**src/rtl/munoc_wdsz_pkg.sv**
```systemverilog
// Shared definitions for the W-channel downsizer: FSM encoding, AXI size codes
// and the byte-mask helper. Optional feature macro: MUNOC_WDOWNSIZER_WLAST_CHECK_EN.
package munoc_wdsz_pkg;

  localparam int ST_W = 2;
  localparam logic [ST_W-1:0] ST_IDLE  = 2'd0;
  localparam logic [ST_W-1:0] ST_PASS  = 2'd1;
  localparam logic [ST_W-1:0] ST_SPLIT = 2'd2;

  localparam int AXI_SIZE_W = 3;
  localparam logic [AXI_SIZE_W-1:0] AXI_SIZE_1B   = 3'd0;
  localparam logic [AXI_SIZE_W-1:0] AXI_SIZE_2B   = 3'd1;
  localparam logic [AXI_SIZE_W-1:0] AXI_SIZE_4B   = 3'd2;
  localparam logic [AXI_SIZE_W-1:0] AXI_SIZE_8B   = 3'd3;
  localparam logic [AXI_SIZE_W-1:0] AXI_SIZE_16B  = 3'd4;
  localparam logic [AXI_SIZE_W-1:0] AXI_SIZE_32B  = 3'd5;
  localparam logic [AXI_SIZE_W-1:0] AXI_SIZE_64B  = 3'd6;
  localparam logic [AXI_SIZE_W-1:0] AXI_SIZE_128B = 3'd7;

  localparam int MASK_W = 128;

  // 2^size ones at bit 0, clamped to one full narrow beat (2^nsize bytes).
  function automatic logic [MASK_W-1:0] size_to_mask(input logic [AXI_SIZE_W-1:0] size,
                                                     input int nsize);
    int eff;
    eff = (int'(size) > nsize) ? nsize : int'(size);
    size_to_mask = '0;
    for (int i = 0; i < MASK_W; i++) begin
      if (i < (1 << eff)) size_to_mask[i] = 1'b1;
    end
  endfunction

endpackage

```
**src/rtl/munoc_wdsz_lane_sel.sv**
```systemverilog
// Lane multiplexer: picks lane idx out of a bus of NUM_LANE lanes of BW_LANE bits.
// Used for both data and strobes of the W-channel downsizer.
module munoc_wdsz_lane_sel
  import munoc_wdsz_pkg::*;
#(
  parameter int BW_LANE  = 32,
  parameter int NUM_LANE = 4,
  localparam int BW_IDX  = (NUM_LANE > 1) ? $clog2(NUM_LANE) : 1
) (
  input  logic [BW_LANE*NUM_LANE-1:0] bus,
  input  logic [BW_IDX-1:0]           idx,
  output logic [BW_LANE-1:0]          lane
);

  always_comb begin
    lane = '0;
    for (int i = 0; i < NUM_LANE; i++) begin
      if (idx == BW_IDX'(i)) lane = bus[i*BW_LANE +: BW_LANE];
    end
  end

endmodule

```
**src/rtl/munoc_wdata_downsizer_v2.sv**
```systemverilog
// AXI W-channel width downsizer: splits wide beats into narrow beats per burst command.
// Define MUNOC_WDOWNSIZER_WLAST_CHECK_EN to add the sticky protocol_error output.
//
// Handshake rule on every interface: a transfer happens in a cycle where valid and
// ready are both high; valid never depends on ready, and payload is held while stalled.
module munoc_wdata_downsizer_v2
  import munoc_wdsz_pkg::*;
#(
  parameter int BW_WIDE_DATA   = 128,
  parameter int BW_NARROW_DATA = 32,
  parameter int BW_LEN         = 8,
  localparam int BW_OFFSET     = $clog2(BW_WIDE_DATA/8)
) (
  input  logic                        clk,
  input  logic                        rst,
  input  logic                        cmd_valid,
  output logic                        cmd_ready,
  input  logic [BW_OFFSET-1:0]        cmd_offset,
  input  logic [AXI_SIZE_W-1:0]       cmd_size,
  input  logic [BW_LEN-1:0]           cmd_len,
  input  logic                        wide_wvalid,
  output logic                        wide_wready,
  input  logic [BW_WIDE_DATA-1:0]     wide_wdata,
  input  logic [BW_WIDE_DATA/8-1:0]   wide_wstrb,
  input  logic                        wide_wlast,
  output logic                        narrow_wvalid,
  input  logic                        narrow_wready,
  output logic [BW_NARROW_DATA-1:0]   narrow_wdata,
  output logic [BW_NARROW_DATA/8-1:0] narrow_wstrb,
  output logic                        narrow_wlast,
  output logic                        busy
`ifdef MUNOC_WDOWNSIZER_WLAST_CHECK_EN
  ,
  output logic                        protocol_error
`endif
);

  localparam int WB       = BW_WIDE_DATA / 8;
  localparam int NB       = BW_NARROW_DATA / 8;
  localparam int NSIZE    = $clog2(NB);
  localparam int NUM_LANE = WB / NB;
  localparam int BW_LIDX  = $clog2(NUM_LANE);

  logic [ST_W-1:0]       state;
  logic [BW_OFFSET-1:0]  cur_addr;
  logic [AXI_SIZE_W-1:0] size_q;
  logic [BW_LEN-1:0]     len_q;
  logic [BW_LEN-1:0]     beat_cnt;
  logic [BW_LIDX-1:0]    sub_idx;

  logic [BW_OFFSET-1:0]  size_bytes;
  logic [BW_OFFSET-1:0]  win_base;
  logic [BW_OFFSET-1:0]  lo_aligned;
  logic [AXI_SIZE_W-1:0] split_shift;
  logic [BW_LIDX-1:0]    win_mask;
  logic [BW_LIDX-1:0]    lane_idx;
  logic [NB-1:0]         pass_mask;
  logic [NB-1:0]         lane_strb;
  logic                  last_lane;
  logic                  last_beat;
  logic                  narrow_hs;

  // A full-width size makes size_bytes wrap to 0, so the address stays put.
  assign size_bytes  = BW_OFFSET'(32'd1 << size_q);
  assign win_base    = cur_addr & ~BW_OFFSET'((32'd1 << size_q) - 32'd1);
  assign split_shift = size_q - AXI_SIZE_W'(NSIZE);
  assign win_mask    = BW_LIDX'((32'd1 << split_shift) - 32'd1);
  assign last_lane   = (state == ST_SPLIT) && ((sub_idx & win_mask) == win_mask);
  assign last_beat   = (beat_cnt == len_q);
  assign busy        = (state != ST_IDLE);
  assign narrow_hs   = narrow_wvalid & narrow_wready;

  // Sub-beat accesses only enable the bytes of the current size-aligned element.
  assign lo_aligned = cur_addr & BW_OFFSET'(NB - 1) & ~BW_OFFSET'((32'd1 << size_q) - 32'd1);
  assign pass_mask  = NB'(size_to_mask(size_q, NSIZE) << lo_aligned);

  assign lane_idx = (state == ST_PASS) ? cur_addr[BW_OFFSET-1:NSIZE] : sub_idx;

  munoc_wdsz_lane_sel #(
    .BW_LANE  (BW_NARROW_DATA),
    .NUM_LANE (NUM_LANE)
  ) u_data_sel (
    .bus  (wide_wdata),
    .idx  (lane_idx),
    .lane (narrow_wdata)
  );

  munoc_wdsz_lane_sel #(
    .BW_LANE  (NB),
    .NUM_LANE (NUM_LANE)
  ) u_strb_sel (
    .bus  (wide_wstrb),
    .idx  (lane_idx),
    .lane (lane_strb)
  );

  always_comb begin
    cmd_ready     = (state == ST_IDLE);
    narrow_wvalid = 1'b0;
    wide_wready   = 1'b0;
    narrow_wstrb  = '0;
    narrow_wlast  = 1'b0;
    case (state)
      ST_PASS: begin
        narrow_wvalid = wide_wvalid;
        wide_wready   = narrow_wready;
        narrow_wstrb  = lane_strb & pass_mask;
        narrow_wlast  = last_beat;
      end
      ST_SPLIT: begin
        narrow_wvalid = wide_wvalid;
        wide_wready   = narrow_wready & last_lane;
        narrow_wstrb  = lane_strb;
        narrow_wlast  = last_beat & last_lane;
      end
      default: ;
    endcase
  end

  always_ff @(posedge clk) begin
    if (rst) begin
      state    <= ST_IDLE;
      cur_addr <= '0;
      size_q   <= '0;
      len_q    <= '0;
      beat_cnt <= '0;
      sub_idx  <= '0;
    end else begin
      case (state)
        ST_IDLE: begin
          if (cmd_valid) begin
            size_q   <= cmd_size;
            len_q    <= cmd_len;
            cur_addr <= cmd_offset;
            beat_cnt <= '0;
            sub_idx  <= cmd_offset[BW_OFFSET-1:NSIZE];
            state    <= (cmd_size <= AXI_SIZE_W'(NSIZE)) ? ST_PASS : ST_SPLIT;
          end
        end
        ST_PASS: begin
          if (narrow_hs) begin
            cur_addr <= cur_addr + size_bytes;
            beat_cnt <= beat_cnt + BW_LEN'(1);
            if (last_beat) state <= ST_IDLE;
          end
        end
        ST_SPLIT: begin
          // Windows are contiguous, so the next window's first lane is always sub_idx+1.
          if (narrow_hs) begin
            sub_idx <= sub_idx + BW_LIDX'(1);
            if (last_lane) begin
              cur_addr <= win_base + size_bytes;
              beat_cnt <= beat_cnt + BW_LEN'(1);
              if (last_beat) state <= ST_IDLE;
            end
          end
        end
        default: state <= ST_IDLE;
      endcase
    end
  end

`ifdef MUNOC_WDOWNSIZER_WLAST_CHECK_EN
  logic wide_hs;
  assign wide_hs = wide_wvalid & wide_wready;

  always_ff @(posedge clk) begin
    if (rst) begin
      protocol_error <= 1'b0;
    end else if (wide_hs && (wide_wlast != last_beat)) begin
      protocol_error <= 1'b1;
    end
  end
`else
  logic unused_wlast;
  assign unused_wlast = wide_wlast;
`endif

endmodule

```
**config.mk**
```make
export PLATFORM = sky130hd
export DESIGN_NAME = munoc_wdata_downsizer_v2
export DESIGN_NICKNAME = d
export VERILOG_FILES = /design/src/rtl/munoc_wdsz_pkg.sv /design/src/rtl/munoc_wdsz_lane_sel.sv /design/src/rtl/munoc_wdata_downsizer_v2.sv
export SDC_FILE = /design/constraint.sdc
export NUM_CORES = 1
export LEC_CHECK = 0
export ABC_CLOCK_PERIOD_IN_PS = 2670
export CAP_MARGIN = 5
export CORE_MARGIN = 5
export CORE_UTILIZATION = 34
export CTS_CLUSTER_DIAMETER = 100
export DETAILED_ROUTE_END_ITERATION = 7
export HOLD_SLACK_MARGIN = 0.05
export PLACE_DENSITY = 0.82
export SYNTH_ARGS = -nofsm -noshare
export SYNTH_HDL_FRONTEND = slang
export SYNTH_SLANG_ARGS = --single-unit
```
**constraint.sdc**
```tcl
create_clock -name clk -period 2.67 [get_ports clk]
set_input_delay 0.534 -clock clk [delete_from_list [all_inputs] [get_ports clk]]
set_output_delay 0.534 -clock clk [all_outputs]
set_load 0.02 [all_outputs]
```
After elaboration in Yosys (flattened, before gate mapping)
Index checks and enable logic that the tools add are counted.

storage, ports and cells
  register bits after elaboration = 27
  output and inout bits = 41
  word-level logic and storage cells = 339
  input bits = 165

cells by class
  magnitude comparators = 130
  $add $sub $neg = 7
  muxes and demuxes = 162
  equal/unequal tests = 11
  bitwise operators = 8
  shift operators = 4
  reduce and logical (&&, ||, !) cells = 11

operators with widths
  kind                                                                          count
  8-bit by 32-bit less-than comparator with 1-bit output, first input constant  64
  7-bit by 32-bit less-than comparator with 1-bit output, first input constant  32
  6-bit by 32-bit less-than comparator with 1-bit output, first input constant  16
  5-bit by 32-bit less-than comparator with 1-bit output, first input constant  8
  1-bit 2-to-1 mux                                                              129
  4-bit by 32-bit less-than comparator with 1-bit output, first input constant  4
  32-bit 2-to-1 mux                                                             4
  128-bit by 4-bit left shift with 4-bit output                                 1
  3-bit by 32-bit less-than comparator with 1-bit output, first input constant  2
  1-bit by 32-bit less-than comparator with 1-bit output, first input constant  1
  2-bit by 32-bit less-than comparator with 1-bit output, first input constant  1
  4-bit 2-to-1 mux                                                              8
  8-bit 2-to-1 mux                                                              4
  1-bit by 3-bit left shift with 32-bit output, first input constant            1
  8-bit one-hot mux with 3 select lines                                         1
  2-bit 2-to-1 mux                                                              9
  4-bit one-hot mux with 3 select lines                                         1
  4-bit adder                                                                   2
  8-bit by 1-bit adder with 8-bit output, second input constant                 1
  4-bit bitwise AND                                                             2
  8-bit equality test                                                           1
  2-bit != test, second input constant                                          4
  4-bit one-hot mux with 2 select lines                                         1
  2-bit equality test, second input constant                                    3
  other kinds (27)                                                              33

Depth between registers and ports, before layout
  depth in word-level cells = 9
  depth in mapped cells = 12
  depth with buffers taken out = 10

Cells and area by module
Synthesis repeated with hierarchy kept, for this count alone.

unflattened totals
  cells, all modules = 282
  area, all modules = 2727.6 µm²

modules (own cells, without submodules)
  module                             cells each  instances  area each (µm²)
  munoc_wdata_downsizer_v2           239         1          1808.0
  munoc_wdsz_lane_sel at u_data_sel  39          1          814.5
  munoc_wdsz_lane_sel at u_strb_sel  4           1          105.1

Least setup slack after synthesis
OpenSTA, ideal clock, no wires.

  kind = register to output
  from = reg size_q[1]
  to = out narrow_wstrb[2]
  path buffers = 0
  stages on the path, launching flop included = 9
  slack = 93 ps
  data required time = 2136 ps
  arrival time = 2043 ps
  cell sequence = dfxtp_1 -> inv_1 -> or3_1 -> ha_1 -> inv_1 -> a311oi_1 -> nor2_1 -> o21ai_0 -> a221oi_1

on the way
  word-level cells in the longest chain between the ends = 8
  elaborated cells on any way between the ends = 266

RTL lines
  element                                                                               line                             text
  from (decl)                                                                           munoc_wdata_downsizer_v2.sv:46   logic [AXI_SIZE_W-1:0] size_q;
  from (signal assigned)                                                                munoc_wdata_downsizer_v2.sv:132  size_q <= cmd_size;
  3-bit by 2-bit > comparator with 1-bit output                                         munoc_wdsz_pkg.sv:26             eff = (int'(size) > nsize) ? nsize : int'(size);
  3-bit 2-to-1 mux                                                                      munoc_wdsz_pkg.sv:26
  1-bit by 3-bit left shift with 32-bit output                                          munoc_wdsz_pkg.sv:29             if (i < (1 << eff)) size_to_mask[i] = 1'b1;
  1-bit by 32-bit less-than comparator with 1-bit output, or another cell as far along  munoc_wdsz_pkg.sv:29
  1-bit 2-to-1 mux                                                                      munoc_wdsz_pkg.sv:29
  128-bit by 4-bit left shift with 4-bit output (*)                                     munoc_wdata_downsizer_v2.sv:75   assign pass_mask = NB'(size_to_mask(size_q, NSIZE) << lo_aligned);
  4-bit bitwise AND (*)                                                                 munoc_wdata_downsizer_v2.sv:107  narrow_wstrb = lane_strb & pass_mask;
  4-bit one-hot mux with 2 select lines (*)                                             munoc_wdata_downsizer_v2.sv:103  case (state)
  to (decl)                                                                             munoc_wdata_downsizer_v2.sv:29   output logic [BW_NARROW_DATA/8-1:0] narrow_wstrb,

Every way passes the cells marked *; elsewhere a longest branch is shown, timed or not.

Worst setup path after layout
  from = reg state[1]
  to = out narrow_wdata[27]

on the way
  word-level cells in the longest chain between the ends = 7
  elaborated cells on any way between the ends = 10

RTL lines
  element                                             line                             text
  from (decl)                                         munoc_wdata_downsizer_v2.sv:44   logic [ST_W-1:0] state;
  from (signal assigned)                              munoc_wdata_downsizer_v2.sv:137  state <= (cmd_size <= AXI_SIZE_W'(NSIZE)) ? ST_PASS : ST_SPLIT;
  2-bit by 1-bit equality test with 1-bit output (*)  munoc_wdata_downsizer_v2.sv:77   assign lane_idx = (state == ST_PASS) ? cur_addr[BW_OFFSET-1:NSIZE] : sub_idx;
  2-bit 2-to-1 mux (*)                                munoc_wdata_downsizer_v2.sv:77
  2-bit logical NOT                                   munoc_wdsz_lane_sel.sv:18        if (idx == BW_IDX'(i)) lane = bus[i*BW_LANE +: BW_LANE];
  32-bit 2-to-1 mux (3 in a row)                      munoc_wdsz_lane_sel.sv:18
  32-bit 2-to-1 mux (*)                               munoc_wdsz_lane_sel.sv:18
  to (decl)                                           munoc_wdata_downsizer_v2.sv:28   output logic [BW_NARROW_DATA-1:0] narrow_wdata,

Marked as above.

==> metrics.json <==
{
  "status": {"value": "completed"},
  "synthesized_instance_count": {"value": 285},
  "number_of_vias_after_detailed_routing": {"value": 3286},
  "power-per-cell-area": {"value": 751, "unit": "nW/um2"},
  "synthesized_netlist_net_count": {"value": 462},
  "clk_root_buffer_cell": {"value": "sky130_fd_sc_hd__clkbuf_8"},
  "fp.dieArea": {"value": 9660, "unit": "um2"},
  "clock_tree_from_tritoncts": {"value": "done"},
  "synth_top_cells_by_area": {"value": "sky130_fd_sc_hd__mux4_2, sky130_fd_sc_hd__dfxtp_1, sky130_fd_sc_hd__nand2_1"},
  "startpoint": {"value": "state[1]"},
  "cts-htree-levels": {"value": 1},
  "seq_power_share": {"value": 14.6, "unit": "%"},
  "critical_path.max_fanout": {"value": 6},
  "via_count_of_the_first_global_routing_pass": {"value": 3414},
  "cts_buffers": {"value": 3},
  "first_iter_violations": {"value": 96},
  "clk_pin_slew_worst_paths": {"value": 100, "unit": "ps"},
  "cp-end-kind": {"value": "output port"},
  "floorplan.rows": {"value": 32},
  "switching_fraction": {"value": 43.4, "unit": "%"},
  "post_cts_hold_buffer_count": {"value": 0},
  "fmax": {"value": 378, "unit": "MHz"},
  "grt_pass1_wl": {"value": 18100, "unit": "um"},
  "port-buffer-count": {"value": 204},
  "antenna_found_initial": {"value": 1},
  "timing.setup.critical_path_class": {"value": "flop to output port"},
  "synth_common_cells": {"value": "sky130_fd_sc_hd__nand2_1, sky130_fd_sc_hd__mux4_2, sky130_fd_sc_hd__dfxtp_1"},
  "hold_path_class": {"value": "flop to flop"},
  "final_nets": {"value": 695},
  "synth.avg_cell_area": {"value": 9.30, "unit": "um2"},
  "synth.most_common_cell": {"value": "sky130_fd_sc_hd__nand2_1"},
  "worst_r2r_path_cells": {"value": 9},
  "top_level_ports": {"value": 206},
  "finalWirelength": {"value": 12200, "unit": "um"},
  "globalRouteOverflowTotal": {"value": 0},
  "endpoint": {"value": "narrow_wdata[27]"},
  "rr_endpoint": {"value": "state[1]"},
  "worst-endpoint-required": {"value": 2140, "unit": "ps"},
  "dieHeight": {"value": 98.3, "unit": "um"},
  "tritoncts_num_sinks": {"value": 27},
  "share_of_power_burned_in_the_clock_network": {"value": 6.1, "unit": "%"},
  "grt_start_max_net_pins": {"value": 29},
  "crit_path_start_kind": {"value": "flop"},
  "gp_routability_congestion": {"value": 0.946},
  "fin_worst_skew": {"value": 2.92, "unit": "ps"},
  "placeableCoreArea": {"value": 7650, "unit": "um2"},
  "endpoints_failing_setup": {"value": 0},
  "remaining_drc_errors": {"value": 0},
  "power.net_switching": {"value": 0.00171, "unit": "W"},
  "hpwlAfterDp": {"value": 10200, "unit": "um"},
  "dieWidth": {"value": 98.3, "unit": "um"},
  "wire_per_inst": {"value": 19.7, "unit": "um"},
  "synth.yosys.warnings": {"value": 0},
  "async_s_r_ff_share_synth": {"value": 0, "unit": "%"},
  "firstDrtPassIters": {"value": 4},
  "internal-power": {"value": 0.00223, "unit": "W"},
  "syn2layout_area_growth": {"value": 98.1, "unit": "%"},
  "synth.top_cell.area_share": {"value": 27.2, "unit": "%"},
  "crit_path_arrival_time": {"value": 2110, "unit": "ps"},
  "cap_viol_max_count": {"value": 0},
  "crit-reg2reg-launch": {"value": "state[0]"},
  "antenna_violation_net_count_after_detailed_routing": {"value": 0},
  "dpl-instance-area": {"value": 5050, "unit": "um2"},
  "timing.reg2reg.setup_slack": {"value": 190, "unit": "ps"},
  "worst_hold_margin": {"value": 478, "unit": "ps"},
  "start_util": {"value": 34.7, "unit": "%"},
  "setup_repair_after_global_routing_missed_its_margin": {"value": "yes"},
  "mappedNetlistArea": {"value": 2650, "unit": "um2"},
  "report.final.slew_viol_count": {"value": 0},
  "final_period_minus_worst_setup_slack": {"value": 2650, "unit": "ps"},
  "timing_worst_slew_pin_value": {"value": 706, "unit": "ps"},
  "worst_slew_margin_rel": {"value": 52.8, "unit": "%"},
  "post_drt_via_cell_ratio": {"value": 5.31},
  "grt_use_total": {"value": 23.7, "unit": "%"},
  "synth_sequential_area_ratio": {"value": 20.4, "unit": "%"},
  "irDropWorstVdd": {"value": 0.438, "unit": "mV"},
  "clk-insertion-delay-late": {"value": 270, "unit": "ps"},
  "synthDistinctLibCells": {"value": 48},
  "post-route-cell-area": {"value": 5250, "unit": "um2"},
  "antenna_cells_inserted": {"value": 0},
  "final_min_period_over_clock_period": {"value": 99.2, "unit": "%"},
  "synth_enable_flop_cells": {"value": 0},
  "drive_gt1_share": {"value": 26.3, "unit": "%"},
  "number_of_storage_elements_in_the_synthesis_netlist": {"value": 27},
  "synth_top_area_cell": {"value": "sky130_fd_sc_hd__mux4_2"},
  "placed_cells_incl_taps": {"value": 606},
  "synth_top_flop_cell": {"value": "sky130_fd_sc_hd__dfxtp_1"},
  "power.share.combinational": {"value": 79.3, "unit": "%"},
  "hold_violations": {"value": 0},
  "power_leakage": {"value": 2.14, "unit": "nW"},
  "stdcell_count": {"value": 619},
  "max-clock-path-buffers": {"value": 2}
}
-- power by group through the flow --
stage          registers (W)  clock network [W]  logic, W
6_report            0.000574           0.000242   0.00313
5_1_grt             0.000587           0.000263   0.00337
4_1_cts             0.000568           0.000245   0.00284
3_5_place_dp        0.000575                  0   0.00290
3_3_place_gp        0.000569                  0   0.00284
2_1_floorplan       0.000549                  0   0.00167
-- registers in the layout (all words and copies together) (netlist names) --
signal,cells
size_q,3
beat_cnt,8
len_q,8
sub_idx,2
cur_addr,4
state,2
-- cells by family after synthesis --
group	Yosys count	synth area share, %
AND/OR/NAND/NOR	86	15.4
AO/OA/AOI/OAI	72	17.9
multiplexers	41	30.7
buffers and inverters	36	5.95
flip-flops	27	20.4
adder cells (fa/ha/maj)	12	5.95
XOR/XNOR	11	3.63
-- cells in the final DEF (no fill, tap or decap), types with 7 or more instances in the layout --
master and count:
sky130_fd_sc_hd__buf_2 14, sky130_fd_sc_hd__a21oi_1 26, sky130_fd_sc_hd__o21ai_0 9, sky130_fd_sc_hd__dfxtp_1 24
sky130_fd_sc_hd__ha_1 9, sky130_fd_sc_hd__xor2_1 10, sky130_fd_sc_hd__buf_4 32, sky130_fd_sc_hd__inv_1 15
sky130_fd_sc_hd__buf_6 23, sky130_fd_sc_hd__nand2_1 40, sky130_fd_sc_hd__nor2_1 15, sky130_fd_sc_hd__mux2i_1 7
sky130_fd_sc_hd__mux4_2 32, sky130_fd_sc_hd__clkdlybuf4s50_1 165
-- cell type report --
| class | count | area (um2) |
|---|---|---|
| multi-input cells | 222 | 2030 |
| flip-flops and latches | 27 | 544 |
| clock buffers | 3 | 41.3 |
| well taps | 102 | 128 |
| fillers | 591 | 2400 |
| repair buffers | 246 | 2430 |
| clock inverters | 1 | 7.51 |
| inverters | 18 | 67.6 |
-- worst max-delay path, stage by stage (launching register included) --
cell,delay (ps)
sky130_fd_sc_hd__dfxtp_2,340
sky130_fd_sc_hd__inv_2,70
sky130_fd_sc_hd__ha_4,160
sky130_fd_sc_hd__mux2i_4,290
sky130_fd_sc_hd__buf_4,160
sky130_fd_sc_hd__buf_12,120
sky130_fd_sc_hd__mux4_2,510
sky130_fd_sc_hd__buf_4,180
-- repair_timing --
action,CTS,global route
gates cloned,1,3
setup endpoints to repair,39,49
setup buffers,4,2
resized for setup,165,64
pin swaps,2,9
-- metal layers --
layer / track usage (%) / vias up / share of wire (%)
met5: 0 / - / 0.11
met4: 6.30 / 2 / 2.5
met3: 5.21 / 25 / 6.9
met2: 44.7 / 146 / 54
met1: 26.6 / 1563 / 37
li1: - / 1550 / -
-- how the worst min path moves through the flow --
stage                   from        to  slack (ps)  depth (start not counted)
finish              len_q[1]  len_q[1]         480                          2
global route        len_q[0]  len_q[0]         510                          2
CTS                 len_q[1]  len_q[1]         480                          2
detailed placement  len_q[1]  len_q[1]         460                          2
global placement    len_q[6]  len_q[6]         460                          2
floorplan           len_q[3]  len_q[3]         450                          2
-- stage by stage --
step	TNS, ps	worst slack [ps]	util, %	total power, W
3_3_place_gp	-5080	-189	66.0	0.00341
2_1_floorplan	0	92.9	-	0.00222
3_5_place_dp	-6420	-232	66.0	0.00347
4_1_cts	-57.3	-57.3	65.8	0.00366
5_1_grt	-1280	-61.3	68.7	0.00422
6_report	0	21.1	68.7	0.00394
Note: power is estimated with default switching activity, not from simulation.
